==> src/rtl/sdio_clk_gate_ctrl_if.sv <==
// ---------------------------------------------------------------------------
// sdio_clk_gate_ctrl_if
//
// Purpose : Bundles the per-channel client signals of the SDIO clock-gating
//           controller. One bit per channel on every vector.
//
// Signals :
//   en_i        client -> ctrl   software enable per channel
//   busy_i      client -> ctrl   activity request per channel (clk_i domain)
//   clk_o       ctrl -> client   gated clocks
//   ready_o     ctrl -> client   registered; clock running, client may proceed
//   gated_o     ctrl -> client   registered; channel currently gated
//   gated_cnt_o ctrl -> client   per-channel gated-cycle counters, packed
//                                NUM_CH x STAT_W (only with CLK_GATE_STATS_EN)
//
// Modports:
//   master : the client side (drives en_i / busy_i)
//   slave  : the controller side
//
// Build option: define CLK_GATE_STATS_EN to add STAT_W and gated_cnt_o.
// ---------------------------------------------------------------------------
interface sdio_clk_gate_ctrl_if #(
  parameter int NUM_CH = 4
`ifdef CLK_GATE_STATS_EN
  , parameter int STAT_W = 16
`endif
);

  logic [NUM_CH-1:0] en_i;
  logic [NUM_CH-1:0] busy_i;
  logic [NUM_CH-1:0] clk_o;
  logic [NUM_CH-1:0] ready_o;
  logic [NUM_CH-1:0] gated_o;

`ifdef CLK_GATE_STATS_EN
  logic [NUM_CH*STAT_W-1:0] gated_cnt_o;

  modport master (
    output en_i,
    output busy_i,
    input  clk_o,
    input  ready_o,
    input  gated_o,
    input  gated_cnt_o
  );

  modport slave (
    input  en_i,
    input  busy_i,
    output clk_o,
    output ready_o,
    output gated_o,
    output gated_cnt_o
  );
`else
  modport master (
    output en_i,
    output busy_i,
    input  clk_o,
    input  ready_o,
    input  gated_o
  );

  modport slave (
    input  en_i,
    input  busy_i,
    output clk_o,
    output ready_o,
    output gated_o
  );
`endif

endinterface

==> src/rtl/sdio_clk_gate_ctrl.sv <==
// ---------------------------------------------------------------------------
// sdio_clk_gate_ctrl
//
// Purpose : Multi-channel glitch-free clock-gating controller for the SDIO
//           host. Each channel owns a gated copy of clk_i that opens when the
//           client raises busy and closes after IDLE_CYCLES consecutive idle
//           cycles (or when software clears en with the client idle).
//
// Ports   :
//   clk_i       in   core clock, source of every gated clock
//   rst_ni      in   asynchronous active-low reset
//   test_en_i   in   scan/test bypass, forces every clk_o open (quasi-static)
//   bus         slave modport of sdio_clk_gate_ctrl_if:
//                 en_i, busy_i -> clk_o, ready_o, gated_o [, gated_cnt_o]
//
// Parameters:
//   NUM_CH      number of independent channels (1..16)
//   IDLE_W      width of the per-channel idle counter
//   IDLE_CYCLES idle cycles in RUN before auto-gating, 0 = never auto-gate
//   STAT_W      width of the gated-cycle counters (CLK_GATE_STATS_EN only)
//
// Build option: CLK_GATE_STATS_EN adds saturating per-channel counters of
//               cycles spent in GATED, exposed on gated_cnt_o.
//
// Per-channel flow: GATED -> OPEN (1 cycle) -> RUN -> GATED.
// ready_o/gated_o are registered copies of the state decode, so ready_o rises
// one cycle after the first full clk_o pulse.
// ---------------------------------------------------------------------------
module sdio_clk_gate_ctrl #(
  parameter int NUM_CH      = 4,
  parameter int IDLE_W      = 8,
  parameter int IDLE_CYCLES = 16
`ifdef CLK_GATE_STATS_EN
  , parameter int STAT_W    = 16
`endif
) (
  input  logic                 clk_i,
  input  logic                 rst_ni,
  input  logic                 test_en_i,
  sdio_clk_gate_ctrl_if.slave  bus
);

  typedef enum logic [1:0] {
    ST_GATED = 2'd0,
    ST_OPEN  = 2'd1,
    ST_RUN   = 2'd2
  } state_e;

  // Terminal idle count; only meaningful when auto-gating is enabled.
  localparam int              IDLE_LIM_I = (IDLE_CYCLES > 0) ? (IDLE_CYCLES - 1) : 0;
  localparam logic [IDLE_W-1:0] IDLE_LIM = IDLE_W'(IDLE_LIM_I);
  localparam bit              AUTO_GATE  = (IDLE_CYCLES != 0);

`ifdef CLK_GATE_STATS_EN
  function automatic logic [STAT_W-1:0] sat_inc(input logic [STAT_W-1:0] v);
    return (&v) ? v : (v + 1'b1);
  endfunction
`endif

  logic [NUM_CH-1:0] latch_d;
  logic [NUM_CH-1:0] en_latch;
  logic [NUM_CH-1:0] ready_p1;
  logic [NUM_CH-1:0] gated_p1;

  for (genvar ch = 0; ch < NUM_CH; ch++) begin : g_ch

    state_e            state_q;
    state_e            state_d;
    logic [IDLE_W-1:0] idle_q;
    logic [IDLE_W-1:0] idle_d;

    // ---- stage p0: channel state and idle counter ----
    always_ff @(posedge clk_i or negedge rst_ni) begin
      if (!rst_ni) begin
        state_q <= ST_GATED;
        idle_q  <= '0;
      end else begin
        state_q <= state_d;
        idle_q  <= idle_d;
      end
    end

    always_comb begin
      state_d = state_q;
      idle_d  = idle_q;
      unique case (state_q)
        ST_GATED: begin
          idle_d = '0;
          // en_i low blocks the open even with busy_i high.
          if (bus.en_i[ch] && bus.busy_i[ch]) begin
            state_d = ST_OPEN;
          end
        end
        ST_OPEN: begin
          // Single cycle so the client sees a full clk_o pulse before ready.
          idle_d  = '0;
          state_d = ST_RUN;
        end
        ST_RUN: begin
          if (bus.busy_i[ch]) begin
            // Busy always wins, also on the cycle the idle limit is reached.
            idle_d = '0;
          end else if (!bus.en_i[ch]) begin
            // Software disable only takes effect once the client is idle.
            state_d = ST_GATED;
            idle_d  = '0;
          end else if (AUTO_GATE) begin
            if (idle_q == IDLE_LIM) begin
              state_d = ST_GATED;
              idle_d  = '0;
            end else begin
              idle_d = idle_q + 1'b1;
            end
          end
        end
        default: begin
          state_d = ST_GATED;
          idle_d  = '0;
        end
      endcase
    end

    assign latch_d[ch] = (state_q == ST_OPEN) || (state_q == ST_RUN);

    // ---- stage p1: registered status outputs ----
    always_ff @(posedge clk_i or negedge rst_ni) begin
      if (!rst_ni) begin
        ready_p1[ch] <= 1'b0;
        gated_p1[ch] <= 1'b1;
      end else begin
        ready_p1[ch] <= (state_q == ST_RUN);
        gated_p1[ch] <= (state_q == ST_GATED);
      end
    end

`ifdef CLK_GATE_STATS_EN
    logic [STAT_W-1:0] gated_cnt_p1;

    always_ff @(posedge clk_i or negedge rst_ni) begin
      if (!rst_ni) begin
        gated_cnt_p1 <= '0;
      end else if (state_q == ST_GATED) begin
        gated_cnt_p1 <= sat_inc(gated_cnt_p1);
      end
    end

    assign bus.gated_cnt_o[ch*STAT_W +: STAT_W] = gated_cnt_p1;
`endif

  end

  // Enable latch, transparent while clk_i is low: the enable can only change
  // during the low phase, so the AND below never chops a high phase. The
  // asynchronous clear stops every gated clock as soon as reset asserts.
  always_latch begin
    if (!rst_ni) begin
      en_latch = '0;
    end else if (!clk_i) begin
      en_latch = latch_d;
    end
  end

  assign bus.clk_o   = {NUM_CH{clk_i}} & (en_latch | {NUM_CH{test_en_i}});
  assign bus.ready_o = ready_p1;
  assign bus.gated_o = gated_p1;

endmodule

==> src/flat_wrapper.sv <==
// flat-port wrapper written by rule: the top's interface ports become plain ports
module sdio_clk_gate_ctrl_flat 
#(
  parameter int NUM_CH      = 4,
  parameter int IDLE_W      = 8,
  parameter int IDLE_CYCLES = 16

)
  (clk_i, rst_ni, test_en_i, bus_en_i, bus_busy_i, bus_clk_o, bus_ready_o, bus_gated_o);
  sdio_clk_gate_ctrl_if #(.NUM_CH(NUM_CH)) bus_i ();
  input  logic clk_i;
  input  logic rst_ni;
  input  logic test_en_i;
  input wire logic [$bits(bus_i.en_i)-1:0] bus_en_i;
  input wire logic [$bits(bus_i.busy_i)-1:0] bus_busy_i;
  output wire logic [$bits(bus_i.clk_o)-1:0] bus_clk_o;
  output wire logic [$bits(bus_i.ready_o)-1:0] bus_ready_o;
  output wire logic [$bits(bus_i.gated_o)-1:0] bus_gated_o;
  assign bus_i.en_i = bus_en_i;
  assign bus_i.busy_i = bus_busy_i;
  assign bus_clk_o = bus_i.clk_o;
  assign bus_ready_o = bus_i.ready_o;
  assign bus_gated_o = bus_i.gated_o;
  sdio_clk_gate_ctrl #(.NUM_CH(NUM_CH), .IDLE_W(IDLE_W), .IDLE_CYCLES(IDLE_CYCLES)) u_core (.clk_i(clk_i), .rst_ni(rst_ni), .test_en_i(test_en_i), .bus(bus_i));
endmodule
==> config.mk <==
export PLATFORM = sky130hd
export DESIGN_NAME = sdio_clk_gate_ctrl_flat
export DESIGN_NICKNAME = d
export VERILOG_FILES = /design/src/rtl/sdio_clk_gate_ctrl_if.sv /design/src/rtl/sdio_clk_gate_ctrl.sv /design/src/flat_wrapper.sv
export SDC_FILE = /design/constraint.sdc
export NUM_CORES = 1
export LEC_CHECK = 0
export CAP_MARGIN = 20
export CORE_AREA = 4 4 93 95
export DETAILED_ROUTE_END_ITERATION = 12
export DIE_AREA = 0 0 97 99
export MAX_ROUTING_LAYER = met4
export PLACE_DENSITY = 0.57
export SYNTH_ARGS = -nofsm -noshare
export SYNTH_HDL_FRONTEND = slang
export SYNTH_SLANG_ARGS = --single-unit
==> constraint.sdc <==
create_clock -name clk_i -period 1.35 [get_ports clk_i]
set_input_delay 0.2025 -clock clk_i [delete_from_list [all_inputs] [get_ports clk_i]]
set_output_delay 0.2025 -clock clk_i [all_outputs]
set_load 0.02 [all_outputs]
==> flow_summary.yaml, run 1 <==
run_status:
  status: "complete, but fails checks"
  violations: "negative setup slack"
route:
  via_count: 2551
  drt-total-wl_mm: 6.97
  drt_first_iter_violations: 101
  wire_per_inst_um: 14.0
  ant_nets: 0
  first_pass_iters: 4
  routed_via_density: 5.12
  drcViolationCount: 0
yosys:
  synth-edff-count: 0
  yosys_most_used_dff: "dfrtp_1"
  async_flop_share_pct: 92.3
  synth_cell_type_count: 36
  syn_area_mm2: 0.00267
  syn_avg_cell_area_um2: 10.1
  synth_most_common_cell: "dfrtp_1"
  synth_common_cells: "44 x dfrtp_1, 20 x ha_1, 19 x nand2_1"
  syn_inst: 265
  yosysTopAreaCellShare_pct: 41.3
  synthTopCellsByArea: "dfrtp_1 41%, ha_1 9.4%, dfstp_2 3.9%, nand3_1 3.4%, o21ai_0 3.4%"
  synth_seq_cells: 52
  ys_warn_count: 0
  yosys.area.top_type: "dfrtp_1"
  synth_nets: 296
die:
  chipWidth_um: 97
  design.die.area_mm2: 0.00960
  die_h_um: 99
  rows: 32
  start_util_pct: 34.5
  core_mm2: 0.00773
  ios: 23
clocking:
  cts_tree: "built"
  cts.clk_slew.worst_paths_ns: 0.08
  clkLatencyLatePin_ns: 0.53
grt:
  grtUsageTotal_pct: 15.2
  grt_max_degree: 21
  grt_pass1_wl_mm: 11.2
  antenna_found_initial: 0
  overflow: 0
  grt_pass1_vias: 2602
worst_setup_path:
  r2r_setup_slack_ns: -0.20
  path_class: "latch2out"
  critPathRequiredTime_ns: 1.15
  r2r-start: "u_core.g_ch[1].idle_q[7]$_DFF_PN0_"
  arrival_ns: 1.97
  ff2ff_path_depth: 3
  crit_fanout: 1
  r2r-end: "u_core.g_ch[1].state_q[1]$_DFFE_PN0P_"
  end_kind: "primary output"
  startpoint_type: "latch"
layout:
  num_antenna_cells: 0
  n_fill_cell: 666
  areaGrowthSynthToFinish_pct: 61.5
  final_cell_area_mm2: 0.00430
  stdcell_count: 498
  drive_above_1_share_pct: 49.0
  nNetsFinal: 425
placed_design:
  dp_hpwl_mm: 4.60
  io_buffers: 22
  placed_cell_area_mm2: 0.00357
  place_inst: 458
  gp_congestion: 0.819
sta:
  setup_ws_ns: -0.820
  finalSetupTns_ns: -4.26
  hold_violations: 0
  slew_headroom_pct: 80.0
  slew_violations: 0
  rsz0062_at_grt: "yes"
  tightest_slew_ns: 0.298
  fin_hold_ws_ns: 0.0272
  skew_ns: 0.0113
  final-setup-viol-count: 20
pwr:
  peakVddDrop_mv: 0.995
  powerDensity_mw_per_mm2: 1600
  p_leak_nw: 1.83
hold_path:
  min_path_type: "in2async"
flow_run:
  cap_violations: 0
## sequential cells by signal, indices dropped and copies added (netlist names)
signal,cells
u_core.g_ch.state_q,8
u_core.en_latch,4
u_core.g_ch.idle_q,32
u_core.bus.gated_o,4
u_core.bus.ready_o,4
## layout by cell type, fill, tap and decap left out, types with 5 or more instances in the layout
master,netlist,routed
clkbuf_8,0,25
ha_1,20,10
nand2_1,19,18
dfrtp_1,44,42
clkdlybuf4s50_1,0,9
buf_6,0,14
nor2_1,12,7
a21oi_1,14,11
and2_1,8,7
nand3_1,18,14
inv_1,16,9
o21ai_0,18,17
or3_1,13,12
inv_2,0,8
o211ai_1,8,8
buf_2,0,5
buf_4,0,77
ha_4,0,7
or4_4,2,6
## kinds of logic (layout without fill, tap and decap cells)
| kind of cell | count (synthesis) | in the layout | share of synthesized area [%] |
|---|---|---|---|
| simple gates | 91 | 91 | 18.1 |
| compound gates | 78 | 78 | 20.3 |
| flops | 48 | 48 | 45.3 |
| fa+ha+maj | 20 | 20 | 9.39 |
| buf+inv | 18 | 149 | 2.54 |
| xor+xnor | 4 | 4 | 1.31 |
| latches | 4 | 4 | 2.25 |
| mux | 2 | 2 | 0.845 |
## routing by layer
| metal | vias up | wire (µm) | share of wire (%) | GRT usage [%] |
|---|---|---|---|---|
| met2 | 54 | 3640 | 52 | 23.6 |
| met3 | 11 | 377 | 5.4 | 7.08 |
| li1 | 1245 | - | - | - |
| met4 | 0 | 79 | 1.1 | 8.86 |
| met1 | 1241 | 2870 | 41 | 15.8 |
| met5 | - | 0 | 0 | - |
## where the power goes
part	switching (W)	internal [W]	leakage, nW
clock	0.00100	0.00176	0.225
sequential	0.000153	0.00181	0.669
combinational	0.00103	0.00115	0.936
total	0.00219	0.00471	1.83
## metrics by stage
stage | util (%) | total power [W] | worst slack (ns)
floorplan | - | 0.00316 | -0.121
CTS | 52.8 | 0.00696 | -0.840
detailed placement | 46.1 | 0.00428 | -0.712
finish | 55.7 | 0.00690 | -0.820
global route | 55.7 | 0.00736 | -0.895
global placement | 46.1 | 0.00425 | -0.717
## worst max-delay path by stage
stage	startpoint	endpoint	slack, ns	cells past startpoint
2_1_floorplan	u_core.en_latch[1]$_DLATCH_P_	bus_clk_o[1]	-0.12	1
3_3_place_gp	u_core.en_latch[0]$_DLATCH_P_	bus_clk_o[0]	-0.72	2
3_5_place_dp	u_core.en_latch[0]$_DLATCH_P_	bus_clk_o[0]	-0.71	2
4_1_cts	u_core.en_latch[2]$_DLATCH_P_	bus_clk_o[2]	-0.84	3
5_1_grt	u_core.en_latch[0]$_DLATCH_P_	bus_clk_o[0]	-0.89	3
6_report	u_core.en_latch[2]$_DLATCH_P_	bus_clk_o[2]	-0.82	3
## layout make-up
class,instances,area (µm²),area share (%)
Multi-Input combinational cell,195,1640,38.0
Sequential cell,52,1270,29.5
Timing Repair Buffer,102,816,19.0
Clock buffer,30,393,9.13
Tap cell,102,128,2.97
Inverter,16,60.1,1.40
Clock inverter,1,3.75,0.0872
## critical path: stages (launching register included)
cell and delay [ns]:
dlxtp_1 0, dlxtp_1 0.34, o21a_2 0.13, buf_6 0.11
## repair_timing
item	CTS	global route
setup endpoints to repair	32	40
resized for setup	84	45
hold buffers	1	0
setup buffers	9	4
endpoints found under the hold margin	49	0
pin swaps	9	19
(Power assumes the default switching activity.)
==> run 2, diff against run 1 <==
- CORE_AREA: 4 4 93 95 -> 2 2 83 85
- DIE_AREA: 0 0 97 99 -> 0 0 85 87
- PLACE_DENSITY: 0.57 -> 0.65
==> run 2 against run 1 <==
The run still ends with negative setup slack left. Hold slack better by 0.20 ns. Critical path type unchanged. Setup slack worse by 0.0083 ns. Non-clock buffer count increased by 2. Combinational power up 9%. Final cell count down 4.0%.
==> flow_summary.yaml, run 2 (synthesized netlist as in run 1, its figures left out) <==
sta:
  hold_violations: 0
  rsz0062_at_grt: "yes"
  skew_ns: 0.0223
  setup_ws_ns: -0.828
  slew_violations: 0
  final-setup-viol-count: 26
  tightest_slew_ns: 0.327
  slew_headroom_pct: 78.0
die:
  start_util_pct: 40.6
  rows: 30
  ios: 23
  die_h_um: 87
  core_mm2: 0.00657
  design.die.area_mm2: 0.00740
  chipWidth_um: 85
clocking:
  clkLatencyLatePin_ns: 0.53
  cts.clk_slew.worst_paths_ns: 0.03
  cts_tree: "built"
layout:
  stdcell_count: 478
  final_cell_mix: "79 x buf_4, 39 x dfrtp_1, 24 x clkbuf_8, 18 x nand2_1, 15 x o21ai_0"
  regMostFlops: "u_core.g_ch.idle_q"
  reg.largest.list: "u_core.g_ch.idle_q (32), u_core.g_ch.state_q (8)"
  finish.utilization_pct: 66.2
  n_fill_cell: 478
  nNetsFinal: 427
  num_antenna_cells: 0
  largest_reg_flops: 32
  layout_commonest_cell: "buf_4"
  drive_above_1_share_pct: 50.5
  areaGrowthSynthToFinish_pct: 63.1
route:
  routed_via_density: 5.56
  drt_first_iter_violations: 114
  ant_nets: 0
  first_pass_iters: 4
  drt-total-wl_mm: 7.92
  via_count: 2659
  wire_per_inst_um: 16.6
  drcViolationCount: 0
grt:
  grt_max_degree: 21
  grt_pass1_vias: 2857
  antenna_found_initial: 0
  grt_pass1_wl_mm: 14.3
  overflow: 0
  grtUsageTotal_pct: 24.7
worst_setup_path:
  crit_fanout: 1
  critPathRequiredTime_ns: 1.15
  startpoint_type: "latch"
  arrival_ns: 1.98
  path_class: "latch2out"
  end_kind: "primary output"
hold_path:
  min_path_type: "in2gate"
pwr:
  powerDensity_mw_per_mm2: 1700
  peakVddDrop_mv: 1.16
  p_leak_nw: 1.85
placed_design:
  io_buffers: 22
  gp_congestion: 0.801
  dp_hpwl_mm: 4.40
  place_inst: 433
flow_run:
  cap_violations: 0
run_status:
  status: "complete, but fails checks"
  violations: "negative setup slack"
==> run 2: cell types whose count changed in the layout (fill, tap and decap cells not counted), sizes merged <==
cell and delta:
buf +2, bufinv +2, clkbuf -2, clkinv +1, inv -1
==> run 2: final cells by class <==
class / instances / area [µm²] / area share [%]
Multi-Input combinational cell: 195 / 1640 / 37.8
Sequential cell: 52 / 1270 / 29.3
Tap cell: 80 / 100 / 2.30
Clock buffer: 28 / 375 / 8.64
Timing Repair Buffer: 104 / 840 / 19.3
Clock inverter: 3 / 56.3 / 1.30
Inverter: 16 / 60.1 / 1.38
==> run 2: timing repair <==
item | CTS | global route
hold buffers | 1 | 0
pin swaps | 10 | 18
endpoints found under the hold margin | 46 | 0
resized for setup | 99 | 32
endpoints found under the setup margin | 33 | 41
setup buffers | 12 | 5
==> run 2: critical path, cell delays in order, from the launching register on <==
cell and delay [ns]:
dlxtp_1 0, dlxtp_1 0.34, o21a_2 0.13, buf_6 0.11
==> run 2: worst paths after layout <==
path	startpoint	endpoint	slack [ns]	cells after the start
max in group asynchronous	rst_ni	u_core.bus.gated_o[0]$_DFF_PN1_	0.73	3
max	u_core.en_latch[0]$_DLATCH_P_	bus_clk_o[0]	-0.83	3
max in group gated	rst_ni	clock gate	0.36	3
min in group clk_i	bus_busy_i[0]	u_core.g_ch[0].idle_q[1]$_DFF_PN0_	0.45	3
min	rst_ni	clock gate	0.23	3
max reg2reg	u_core.g_ch[2].idle_q[7]$_DFF_PN0_	u_core.g_ch[2].state_q[1]$_DFFE_PN0P_	-0.22	3
min reg2reg	u_core.g_ch[2].idle_q[3]$_DFF_PN0_	u_core.g_ch[2].idle_q[3]$_DFF_PN0_	0.57	1
min in group asynchronous	rst_ni	u_core.g_ch[1].idle_q[3]$_DFF_PN0_	0.31	3
==> run 2: stage by stage <==
step | total power (W) | worst slack (ns) | TNS (ns) | hold slack, ns | cell area (µm²)
6_report | 0.00740 | -0.828 | -4.39 | 0.228 | 4350
5_1_grt | 0.00794 | -0.937 | -6.08 | 0.351 | 4350
4_1_cts | 0.00727 | -0.833 | -3.96 | 0.225 | 4170
3_5_place_dp | 0.00420 | -0.694 | -4.20 | -0.0883 | 3520
3_3_place_gp | 0.00416 | -0.693 | -3.71 | -0.0981 | 3520
2_1_floorplan | 0.00316 | -0.121 | -0.894 | -0.473 | 2700
==> run 2: power by group <==
group	switching (W)	total [W]	internal, W	leakage [nW]
Clock	0.00106	0.00305	0.00199	0.243
Sequential	0.000169	0.00198	0.00181	0.664
Combinational	0.00115	0.00237	0.00122	0.940
Total	0.00237	0.00740	0.00502	1.85
==> run 2: layer usage <==
| layer | routed length [µm] | vias up | GRT usage, % |
|---|---|---|---|
| li1 | - | 1246 | - |
| met1 | 3190 | 1302 | 27.2 |
| met2 | 4140 | 80 | 39.1 |
| met3 | 333 | 31 | 9.95 |
| met4 | 263 | 0 | 12.0 |
| met5 | 0 | - | - |
==> run 3, diff against run 2 <==
- CTS_BUF_LIST: not set -> sky130_fd_sc_hd__clkbuf_8 sky130_fd_sc_hd__clkbuf_16
- SETUP_SLACK_MARGIN: not set -> 0.5
- SLEW_MARGIN: not set -> 20
==> run 3 against run 2 <==
The flow finishes with violations (negative hold slack, negative setup slack). Core utilization is 6.2 points higher. Critical path depth stayed put. Total power is 0.52% lower. Flip-flop and latch count stayed put. Sequential share of layout area is 2.2 points lower. Global-route usage is 0.46 points higher. Largest power group unchanged. Final area is 9.3% higher. Clock power is 9.8% lower. Critical path type unchanged. Sequential power hardly changed. Via count is 3.9% higher.
==> flow_summary.yaml, run 3 (synthesized netlist as in run 1, its figures left out) <==
clocking:
  cts_tree: "built"
  cts.clk_slew.worst_paths_ns: 0.03
  clkLatencyLatePin_ns: 0.56
route:
  drt_first_iter_violations: 103
  drcViolationCount: 0
  via_count: 2762
  first_pass_iters: 4
  wire_per_inst_um: 16.6
  ant_nets: 0
  drt-total-wl_mm: 8.17
  routed_via_density: 5.61
die:
  design.die.area_mm2: 0.00740
  rows: 30
  ios: 23
  chipWidth_um: 85
  core_mm2: 0.00657
  start_util_pct: 40.6
  die_h_um: 87
pwr:
  switchingPower_w: 0.00243
  p_clk_share_pct: 37.4
  report.power.total_w: 0.00736
  p_int_w: 0.00493
  pwr-share-comb_pct: 35.3
  p_leak_nw: 1.96
  powerDensity_mw_per_mm2: 1550
  p_seq_share_pct: 27.3
  peakVddDrop_mv: 1.27
  p_sw_share_pct: 33.0
worst_setup_path:
  crit_fanout: 1
  end_kind: "primary output"
  path_cells: "dlxtp_1 > o21a_2 > buf_6"
  crit_buf_inv: 1
  critPathRequiredTime_ns: 1.15
  cpMaxStageDelayCell: "dlxtp_1"
  crit_path_max_incr_delay_ns: 0.36
  arrival_ns: 2.00
  startpoint_type: "latch"
  path_class: "latch2out"
  cpLargestDelayFamily: "latches"
placed_design:
  dpl_worst_slack_ns: -0.714
  dp_hpwl_mm: 4.30
  gp_congestion: 0.867
  io_buffers: 22
layout:
  reg.largest.list: "u_core.g_ch.idle_q (32), u_core.g_ch.state_q (8)"
  final_cell_mix: "71 x buf_4, 39 x buf_6, 27 x dfrtp_1, 24 x clkbuf_8"
  regMostFlops: "u_core.g_ch.idle_q"
  areaGrowthSynthToFinish_pct: 78.2
  nNetsFinal: 441
  layout_commonest_cell: "buf_4"
  largest_reg_flops: 32
  drive_above_1_share_pct: 60.9
  num_antenna_cells: 0
sta:
  setup_ws_ns: -0.852
  slew_headroom_pct: 58.4
  skew_ns: 0.0412
  slew_violations: 0
  hold_violations: 38
  finalSetupTns_ns: -4.33
  fin_hold_ws_ns: -0.351
  tightest_slew_ns: 0.621
  rsz0062_at_grt: "yes"
  final-setup-viol-count: 21
grt:
  overflow: 0
  grt_max_degree: 18
  grtUsageTotal_pct: 25.1
  grt_pass1_wl_mm: 13.0
  antenna_found_initial: 0
  grt_pass1_vias: 2916
run_status:
  violations: "negative hold slack, negative setup slack"
  status: "complete, but fails checks"
flow_run:
  cap_violations: 0
hold_path:
  min_path_type: "in2gate"
## run 3: cell type report
class,instances,area (µm²)
Fill cell,447,1820
Timing Repair Buffer,118,1040
Tap cell,80,100
Inverter,16,60.1
Sequential cell,52,1290
Multi-Input combinational cell,195,1870
Clock inverter,3,11.3
Clock buffer,28,375
## run 3: stage by stage
stage | cell area (µm²) | std cells | hold WS (ns) | utilization [%]
5_1_grt | 4750 | 492 | -0.339 | 72.3
3_5_place_dp | 3510 | 425 | -0.0936 | 53.5
2_1_floorplan | 2760 | 265 | -0.473 | -
4_1_cts | 4440 | 481 | -0.345 | 67.6
6_report | 4750 | 492 | -0.351 | 72.3
3_3_place_gp | 3510 | 425 | -0.0952 | 53.5
## run 3: worst paths after layout
| path | from | endpoint | slack (ns) | cells after the start |
|---|---|---|---|---|
| max | u_core.en_latch[3]$_DLATCH_P_ | bus_clk_o[3] | -0.85 | 3 |
| min | rst_ni | clock gate | -0.35 | 2 |
| max reg2reg | u_core.g_ch[1].idle_q[7]$_DFF_PN0_ | u_core.g_ch[1].state_q[0]$_DFFE_PN0P_ | -0.15 | 3 |
| min reg2reg | u_core.g_ch[1].idle_q[3]$_DFF_PN0_ | u_core.g_ch[1].idle_q[3]$_DFF_PN0_ | 0.55 | 1 |
| max in group asynchronous | rst_ni | u_core.g_ch[3].idle_q[4]$_DFF_PN0_ | 0.46 | 3 |
| max in group gated | rst_ni | clock gate | 0.94 | 2 |
| min in group asynchronous | rst_ni | u_core.bus.gated_o[1]$_DFF_PN1_ | -0.31 | 1 |
| min in group clk_i | rst_ni | u_core.en_latch[1]$_DLATCH_P_ | -0.03 | 2 |
## run 3: worst reg2reg max path: stages, from the launching register on
cell and delay [ns]:
dfrtp_1 0.41, or4_4 0.57, o211a_1 0.24, o211ai_1 0.20
## run 3: layer usage
layer | part of all wire, % | vias to the layer above | track usage (%)
met5 | 0 | - | -
met4 | 4.3 | 0 | 24.4
met2 | 52 | 80 | 35.9
met1 | 39 | 1353 | 23.9
met3 | 4.5 | 44 | 13.3
li1 | - | 1285 | -
## run 3: timing repair
action,4_1_cts,5_1_grt
resized for setup,146,56
pin swaps,42,23
setup endpoints to repair,59,74
buffers inserted,28,10
hold buffers,1,2
endpoints found under the hold margin,53,50
## run 3: power groups by stage
stage	combinational [W]	sequential, W	clock [W]
after floorplan	0.000818	0.00213	0.000229
after global placement	0.00184	0.00197	0.000384
after detailed placement	0.00188	0.00198	0.000384
after CTS	0.00234	0.00199	0.00283
after global routing	0.00284	0.00204	0.00301
final	0.00260	0.00201	0.00275
